<file path="src/rtl/perf_monitor_pkg.sv">
// Shared definitions for the per-thread performance monitor: defaults, opcode-class
// constants and the read-map region decode.
package types;

  localparam int NUM_ALUS_DEFAULT    = 3;
  localparam int NUM_THREADS_DEFAULT = 4;

  localparam int OH_JAL   = 3;
  localparam int OH_JALR  = 4;
  localparam int OH_BR_LO = 5;
  localparam int OH_BR_HI = 10;

  typedef enum logic [1:0] {
    PSEL_CYC  = 2'd0,
    PSEL_INST = 2'd1,
    PSEL_BR   = 2'd2,
    PSEL_NONE = 2'd3
  } perf_sel_e;

  function automatic perf_sel_e sel_region(input int sel, input int num_threads);
    if (sel == 0)                return PSEL_CYC;
    if (sel <= num_threads)      return PSEL_INST;
    if (sel <= 2 * num_threads)  return PSEL_BR;
    return PSEL_NONE;
  endfunction

  // Jumps always redirect; conditional branches only when the ALU resolved them taken.
  function automatic logic is_taken(input int oh, input logic jump_en);
    return (oh == OH_JAL) || (oh == OH_JALR) ||
           ((oh >= OH_BR_LO) && (oh <= OH_BR_HI) && jump_en);
  endfunction

endpackage

</file>
<file path="src/rtl/perf_monitor_sat_counter.sv">
// Saturating event counter. cnt is the live value including this cycle's increment,
// so a snapshot taken on the same edge sees it; sat flags a count reaching all-ones.
module perf_sat_counter #(
  parameter int CNT_W = 32,
  parameter int INC_W = 2
) (
  input  logic             clk,
  input  logic             rst,
  input  logic             en,
  input  logic             clr,
  input  logic [INC_W-1:0] inc,
  output logic [CNT_W-1:0] cnt,
  output logic             sat
);

  localparam logic [CNT_W:0] ALL_ONES = {1'b0, {CNT_W{1'b1}}};

  logic [CNT_W-1:0] value;
  logic [CNT_W:0]   sum;

  always_comb begin
    // NOTE: outputs get a default before any conditional update so no latch is inferred.
    sum = {1'b0, value} + (CNT_W+1)'(inc);
    sat = en && (sum >= ALL_ONES);
    cnt = value;
    if (en) cnt = (sum > ALL_ONES) ? '1 : sum[CNT_W-1:0];
  end

  always_ff @(posedge clk) begin
    // NOTE: state registers use non-blocking assignments so every flop samples pre-edge values.
    if (rst || clr) value <= '0;
    else            value <= cnt;
  end

endmodule

</file>
<file path="src/rtl/perf_monitor.sv">
// Per-thread performance monitor: decodes ALU dispatch lanes, accumulates cycles,
// instructions and taken branches per thread, and exports them via a snapshot bank.
module perf_monitor
  import types::*;
#(
  parameter int NUM_ALUS    = NUM_ALUS_DEFAULT,
  parameter int NUM_THREADS = NUM_THREADS_DEFAULT,
  parameter int TID_W       = 3,
  parameter int OH_W        = 7,
  parameter int CNT_W       = 32,
  parameter int WIN_W       = 16,
  parameter int SEL_W       = $clog2(2*NUM_THREADS+1)
) (
  input  logic                      clk,
  input  logic                      rst,
  input  logic                      en,
  input  logic                      clr,
  input  logic [WIN_W-1:0]          win_len,
  input  logic                      snap_req,
  input  logic [NUM_ALUS*TID_W-1:0] alu_tid,
  input  logic [NUM_ALUS*OH_W-1:0]  alu_oh,
  input  logic [NUM_ALUS-1:0]       alu_jump_en,
  input  logic [SEL_W-1:0]          rd_sel,
  output logic [CNT_W-1:0]          rd_data,
  output logic                      snap_valid,
  output logic                      sat_flag
);

  // Counter index matches the read map: 0 = cyc, 1..T = inst[t], T+1..2T = br[t].
  localparam int NUM_CNT = 2 * NUM_THREADS + 1;
  localparam int INC_W   = $clog2(NUM_ALUS + 1);

  logic [TID_W-1:0]    lane_tid [NUM_ALUS];
  logic [NUM_ALUS-1:0] lane_valid;
  logic [NUM_ALUS-1:0] lane_taken;
  logic [INC_W-1:0]    inc_vec  [NUM_CNT];
  logic [CNT_W-1:0]    cnt_vec  [NUM_CNT];
  logic [NUM_CNT-1:0]  sat_vec;
  logic [CNT_W-1:0]    snap_bank [NUM_CNT];
  logic [WIN_W-1:0]    wcnt;

  logic win_mode;
  logic win_end;
  logic snap_event;
  logic live_clr;

  always_comb begin
    for (int i = 0; i < NUM_ALUS; i++) begin
      lane_tid[i]   = alu_tid[i*TID_W +: TID_W];
      lane_valid[i] = (int'(lane_tid[i]) < NUM_THREADS) && (alu_oh[i*OH_W +: OH_W] != '0);
      lane_taken[i] = lane_valid[i] && is_taken(int'(alu_oh[i*OH_W +: OH_W]), alu_jump_en[i]);
    end
  end

  always_comb begin
    for (int k = 0; k < NUM_CNT; k++) inc_vec[k] = '0;
    inc_vec[0] = INC_W'(1);
    for (int i = 0; i < NUM_ALUS; i++) begin
      for (int t = 0; t < NUM_THREADS; t++) begin
        if (lane_valid[i] && (int'(lane_tid[i]) == t))
          inc_vec[1+t] = inc_vec[1+t] + INC_W'(1);
        if (lane_taken[i] && (int'(lane_tid[i]) == t))
          inc_vec[1+NUM_THREADS+t] = inc_vec[1+NUM_THREADS+t] + INC_W'(1);
      end
    end
  end

  assign win_mode   = (win_len != '0);
  assign win_end    = win_mode && en && (wcnt == win_len - WIN_W'(1));
  assign snap_event = win_mode ? win_end : snap_req;
  assign live_clr   = clr || win_end;

  // A shortened win_len does not reset wcnt; the window then closes only after wrap-around.
  always_ff @(posedge clk) begin
    if (rst || clr || !win_mode || win_end) wcnt <= '0;
    else if (en)                            wcnt <= wcnt + WIN_W'(1);
  end

  for (genvar k = 0; k < NUM_CNT; k++) begin : g_cnt
    perf_sat_counter #(
      .CNT_W (CNT_W),
      .INC_W (INC_W)
    ) u_cnt (
      .clk (clk),
      .rst (rst),
      .en  (en),
      .clr (live_clr),
      .inc (inc_vec[k]),
      .cnt (cnt_vec[k]),
      .sat (sat_vec[k])
    );
  end

  always_ff @(posedge clk) begin
    if (rst) begin
      // NOTE: the snapshot bank is reset so a read before the first snapshot returns 0.
      for (int k = 0; k < NUM_CNT; k++) snap_bank[k] <= '0;
      snap_valid <= 1'b0;
      rd_data    <= '0;
      sat_flag   <= 1'b0;
    end else begin
      if (snap_event) begin
        for (int k = 0; k < NUM_CNT; k++) snap_bank[k] <= cnt_vec[k];
      end
      snap_valid <= snap_event;
      case (sel_region(int'(rd_sel), NUM_THREADS))
        PSEL_NONE: rd_data <= '0;
        default:   rd_data <= snap_bank[rd_sel];
      endcase
      if (clr)           sat_flag <= 1'b0;
      else if (|sat_vec) sat_flag <= 1'b1;
    end
  end

endmodule
</file>
<file path="config.mk">
export PLATFORM = sky130hd
export DESIGN_NAME = perf_monitor
export DESIGN_NICKNAME = d
export VERILOG_FILES = /design/src/rtl/perf_monitor_pkg.sv /design/src/rtl/perf_monitor_sat_counter.sv /design/src/rtl/perf_monitor.sv
export SDC_FILE = /design/constraint.sdc
export NUM_CORES = 1
export LEC_CHECK = 0
export CAP_MARGIN = 25
export CORE_MARGIN = 8
export CORE_UTILIZATION = 25
export CTS_BUF_LIST = sky130_fd_sc_hd__clkbuf_8
export DETAILED_ROUTE_END_ITERATION = 7
export PLACE_DENSITY = 0.41
export SKIP_LAST_GASP = 1
export SYNTH_ARGS = -nofsm -noshare
export SYNTH_HDL_FRONTEND = slang
export SYNTH_SLANG_ARGS = --single-unit
</file>
<file path="constraint.sdc">
create_clock -name clk -period 13.3 [get_ports clk]
set_input_delay 1.995 -clock clk [delete_from_list [all_inputs] [get_ports clk]]
set_output_delay 1.995 -clock clk [all_outputs]
set_load 0.01 [all_outputs]
</file>
**Word-level counts from Yosys, hierarchy flattened**

Memories as Yosys holds them, arrays and structs flattened. A register that Yosys moved wholly into a read port is not among the register bits.
Cells that the tools add are included.

- Output and inout port bits: 34
- Bits in writable memories: 288
- Logic and storage cells: 238
- Bits of input ports: 58
- Memories: 1
- Bits in registers: 306

- Bitwise gates (word level): 9
- Reductions and logical operators: 70
- Add/sub/neg operators: 27
- Equality and inequality tests: 17
- Multiplexer cells: 73
- Magnitude comparators: 29

Memory list:

| memory | depth | width | rd ports | clocked after memory_dff | wr ports | RTL line | source |
|---|---|---|---|---|---|---|---|
| snap_bank | 9 | 32 | 1 | 1 | 9 | perf_monitor.sv:39 | `logic [CNT_W-1:0] snap_bank [NUM_CNT];` |

Operators by type and width:

| kind | count |
|---|---|
| $mux W32 | 27 |
| $ge A33 B32 Y1 const B | 9 |
| $gt A33 B32 Y1 const B | 9 |
| $add A32 B2 Y33 | 8 |
| $logic_and A1 B1 Y1 | 47 |
| $mux W2 | 23 |
| $add A32 B1 Y33 const B | 1 |
| $add A2 B1 Y2 const B | 16 |
| $mux W1 | 23 |
| $eq A7 B3 Y1 const B | 3 |
| $eq A7 B4 Y1 const B | 3 |
| $ge A7 B3 Y1 const B | 3 |
| $le A7 B4 Y1 const B | 3 |
| $reduce_bool A7 Y1 | 3 |
| $eq A3 B3 Y1 const B | 6 |
| $add A16 B1 Y16 const B | 1 |
| $eq A16 B16 Y1 | 1 |
| $reduce_bool A16 Y1 | 1 |
| $sub A16 B1 Y16 const B | 1 |
| $logic_or A1 B1 Y1 | 11 |
| $eq A3 B2 Y1 const B | 3 |
| $logic_not A3 Y1 | 3 |
| $lt A3 B3 Y1 const B | 3 |
| $or A1 B1 Y1 | 9 |
| 7 further kinds | 8 |

**Longest topological paths before layout**

- Word-level depth: 16
- Depth in mapped cells: 23
- Depth with buffers taken out: 21

**Cells and area by module**

A second synthesis with hierarchy kept.

- Cells, all modules: 3,735
- Area total of the unflattened synthesis: 36,917.9 µm²

By module, submodules not included:

| module | cells each | sequential area each (µm²) | area each (µm²) | instances |
|---|---|---|---|---|
| perf_monitor | 1,191 | 9,649.3 | 16,738.6 | 1 |
| perf_sat_counter (g_cnt[1].u_cnt ...) | 285 | 640.6 | 2,277.2 | 6 |
| perf_sat_counter (g_cnt[0].u_cnt ...) | 278 | 640.6 | 2,172.1 | 3 |

**Worst setup path before layout**

OpenSTA, ideal clock, no wires.

- Path kind: input -> register
- From: input win_len[2]
- To: memory snap_bank[0][0] (enable)
- Path slack: 2.486 ns
- Data arrival time: 8.605 ns
- Path buffers: 0
- Setup time: 2.209 ns
- Required time: 11.091 ns
- Stages on the path: 8
- Path through: nor3_1 nor3b_1 mux4_2 a21oi_1 o21ai_0 and4b_1 a21oi_1 nand2b_1

RTL lines:

| what | RTL line | source |
|---|---|---|
| start: declaration | perf_monitor.sv:18 | `input logic [WIN_W-1:0] win_len,` |
| end: declaration | perf_monitor.sv:39 |  |

==> flow_summary.rst <==
.. list-table::
   :header-rows: 1

   * - Metric
     - Value
   * - Number of clock sinks
     - 626
   * - Final core utilization
     - 0.2904
   * - Library cell used as clock root buffer
     - sky130_fd_sc_hd__clkbuf_8
   * - Startpoint kind of the worst setup timing path
     - primary input
   * - Worst setup EP type
     - flop
   * - Number of enable flip-flop cells after synthesis
     - 288
   * - Largest voltage drop on the vdd net
     - 0.06421 mV
   * - Number of synthesized register bits
     - 626
   * - GRT met1 Usage
     - 0.2322
   * - Switching power
     - 1087 uW
   * - Outcome
     - finished clean
   * - Ys async rst share
     - 0
   * - Post-synthesis instance area
     - 32720 sq um
   * - Synth Warn #
     - 0
   * - Port buffer count
     - 91
   * - Grt peak-use layer
     - met2
   * - Final GP Congestion
     - 0.8188
   * - Timing-limited maximum frequency
     - 123.8 MHz
   * - Clock network latency to the later pin of the worst-skew pair
     - 0.79 ns
   * - Clock slew at reported path FFs
     - 0.06 ns
   * - Final sum of negative setup slack
     - 0 ns
   * - Maxcap violations
     - 0
   * - Max Fanout on Critical Path
     - 18
   * - Wire length of the first global-routing pass
     - 173300 um
   * - Post-route ant nets
     - 0
   * - Share of layout cells above drive strength 1
     - 0.08894
   * - Total Routed Length
     - 116800 um
   * - Total Die Area
     - 142700 sq um
   * - Drt drc
     - 0
   * - Proportion of total power due to net switching
     - 0.2541
   * - Tightest Pin Transition
     - 1.136 ns
   * - Setup-violating endpoint count in the final report
     - 0
   * - Final-layout worst hold slack
     - 0.4840 ns
   * - Count of instances resized after the clock tree is built
     - 0
   * - Max-slew headroom
     - 0.2428
   * - Count of pins over their slew limit
     - 0
   * - Pin count of the biggest net entering global routing
     - 176
   * - Most frequent cells in the layout
     - sky130_fd_sc_hd__nor2_1 (833), sky130_fd_sc_hd__dfxtp_1 (338), sky130_fd_sc_hd__edfxtp_1 (288)
   * - Relative contribution of combinational cells to total power
     - 0.060
   * - Clock buffers created by TritonCTS
     - 114
   * - Global Route met3 Usage
     - 0.02290
   * - Sequential-to-total area share from yosys stat
     - 0.4712
   * - Total track usage
     - 0.1586
   * - Leakage power
     - 0.01224 uW
   * - Clock tree from TritonCTS
     - built
   * - Terminating pin of the worst hold path
     - rd_data[19]
   * - Most common cell after layout, fill and taps aside
     - sky130_fd_sc_hd__nor2_1
   * - Final period utilization
     - 0.6073
   * - Hold Path Cell Cnt
     - 2
   * - Wire length per cell
     - 21.16 um
   * - Share of total power in the clock network
     - 0.452
   * - CTS Hold Buffers Added
     - 0
   * - Arrival time worst endpoint
     - 8.68 ns
   * - Hold violation count in the final report
     - 0
   * - Area added between synthesis and finish
     - 15.07%
   * - Total congestion overflow
     - 0
   * - Vias after detailed routing
     - 27150
   * - Critical R2R Launch
     - g_cnt[2].u_cnt.value[0]
   * - Die X
     - 377.8 um
   * - Crit Path Category
     - in -> reg
   * - Syn_area_per_cell
     - 8.939 sq um
   * - Number of buffers between clock root and the deepest sink
     - 3
   * - Proportion of power drawn by flip-flops and latches
     - 0.488
   * - Power per unit of standard cell area
     - 113.6 nW/um^2
   * - Unique masters post-synth
     - 76
   * - Number of global-route vias before repair
     - 25880
   * - Nets in the synthesized netlist
     - 3762
   * - Internal reg-to-reg setup slack
     - 8.67 ns
   * - Pre-Repair DR Iteration Count
     - 5
   * - Number of antenna violations at the first check in global routing
     - 10
   * - Row count
     - 132
   * - Fill cell total of the finished layout
     - 13780
   * - Num ports
     - 92
   * - Net total in the final layout
     - 3783
   * - Worst Min Path Start
     - snap_bank[8][19]
   * - Placeable Area
     - 129600 sq um
   * - Initial standard-cell utilization of the core
     - 0.2523
   * - Number of standard cells after synthesis
     - 3660
   * - Internal portion of total power
     - 3189 uW
   * - Met2 global-route usage
     - 0.2379
   * - Worst Clk Skew
     - 0.04522 ns
   * - DRT iter0 DRCs
     - 2286
   * - Via count normalized by instance count
     - 4.916
   * - Post-detailed-placement half-perimeter wirelength
     - 83510 um
   * - Post-layout minimum cycle time
     - 8.077 ns
   * - Reg-to-reg endpoint
     - sat_flag
   * - Number of cells on the worst reg-to-reg path
     - 13
   * - Path type of the worst min-delay path
     - reg -> reg
   * - Top_reg_cell synth
     - sky130_fd_sc_hd__dfxtp_1
   * - H-Tree Level Count
     - 3
   * - Unrepaired setup endpoints after global routing
     - false
   * - Die H
     - 377.8 um
   * - Post-CTS setup-driven buffer insertion count
     - 0
   * - Required @ worst endpoint
     - 13.90 ns
[logic make-up (layout without fill, tap and decap cells)]
| logic type | count (synthesis) | count (layout) | synth area share |
|---|---|---|---|
| flops | 626 | 626 | 0.4712 |
| other cells | 0 | 2 | 0 |
| simple gates | 1862 | 1862 | 0.2684 |
| mux | 140 | 140 | 0.06788 |
| xor+xnor | 123 | 123 | 0.03293 |
| compound gates | 568 | 568 | 0.1060 |
| fa+ha+maj | 44 | 44 | 0.01866 |
| buf+inv | 297 | 415 | 0.03495 |
[layer usage]
layer  wire, um  share of wire
met2      50300           0.43
met3       5804          0.050
met1      57310           0.49
met4       3423          0.029
met5         13        0.00011
[worst max-delay path: stages]
cell and delay [ns]:
sky130_fd_sc_hd__clkdlybuf4s50_1 0.58, sky130_fd_sc_hd__nor2_1 0.08, sky130_fd_sc_hd__a21oi_1 0.14, sky130_fd_sc_hd__nor2_1 0.06
sky130_fd_sc_hd__o31ai_1 0.47, sky130_fd_sc_hd__nor2_1 0.14, sky130_fd_sc_hd__ha_1 0.33, sky130_fd_sc_hd__xnor2_1 0.88
sky130_fd_sc_hd__ha_1 0.33, sky130_fd_sc_hd__inv_1 0.06, sky130_fd_sc_hd__fa_1 0.43, sky130_fd_sc_hd__nand4b_1 0.36
sky130_fd_sc_hd__or3_1 0.57, sky130_fd_sc_hd__nor2_1 0.34, sky130_fd_sc_hd__nand4_1 0.62, sky130_fd_sc_hd__nand2_1 0.86
sky130_fd_sc_hd__o21a_1 0.23, sky130_fd_sc_hd__a31oi_1 0.05, sky130_fd_sc_hd__nor2_1 0.11
[per-stage QoR]
stage / area [sq um] / setup slack, ns / cells / total power (uW)
3_3_place_gp: 35290 / 4.598 / 5306 / 2390
2_1_floorplan: 32720 / 2.486 / 3660 / 2261
6_report: 37650 / 5.223 / 5522 / 4275
4_1_cts: 37630 / 5.389 / 5519 / 4353
5_1_grt: 37640 / 4.741 / 5521 / 4441
3_5_place_dp: 35290 / 4.537 / 5306 / 2388
[Yosys cell counts (all sizes together) (23+ instances only)]
cell type,n,area (sq um)
nand2b,25,156.4
nor3,71,366.6
a31oi,35,219.0
nand4,102,638.1
buf,37,166.4
o21ai,193,999.7
nor2,833,3127
o22ai,44,281.5
a21oi,154,770.7
nand2,268,1006
a21o,29,217.7
nand4b,23,201.4
or3,24,150.1
mux2i,70,700.7
xor2,57,499.2
ha,36,450.4
mux4,65,1464
inv,78,292.8
edfxtp,288,8648
dfxtp,338,6766
xnor2,66,578.1
clkbuf,182,684.4
and2,27,168.9
nand3,218,1091
nor2b,23,143.9
nor4,54,344.1
and3,93,581.8
and4,26,227.7
[layout make-up]
cell class	instances	area [sq um]	share of cell area
Multi-Input combinational cell	2737	16200	0.4303
Sequential cell	626	15410	0.4095
Tap cell	1742	2180	0.05789
Clock buffer	132	1817	0.04826
Timing Repair Buffer	124	1205	0.03201
Clock inverter	81	533.0	0.01416
Inverter	78	295.3	0.007843
Antenna cell	2	5.005	0.0001329
[power groups by stage]
stage	registers [uW]	logic, uW	clock network (uW)
after floorplan	2130	135	0
after global placement	2130	263	0
after detailed placement	2130	262	0
after CTS	2090	263	2000
after global routing	2090	274	2080
final	2090	256	1930
[flip-flops by register name, indices dropped and copies added (netlist names)]
signal             flops
g_cnt.u_cnt.value    288
rd_data               32
sat_flag               1
snap_bank            288
snap_valid             1
wcnt                  16
[worst max path at each step]
stage                          start  cells past startpoint               end
final                      alu_oh[2]                     19  snap_bank[8][27]
after global routing       alu_oh[2]                     19  snap_bank[8][29]
after CTS                  alu_oh[2]                     19  snap_bank[8][27]
after detailed placement   alu_oh[2]                     19  snap_bank[8][27]
after global placement     alu_oh[2]                     19  snap_bank[8][27]
after floorplan           win_len[2]                      8   snap_bank[0][0]
(Power assumes the default switching activity.)
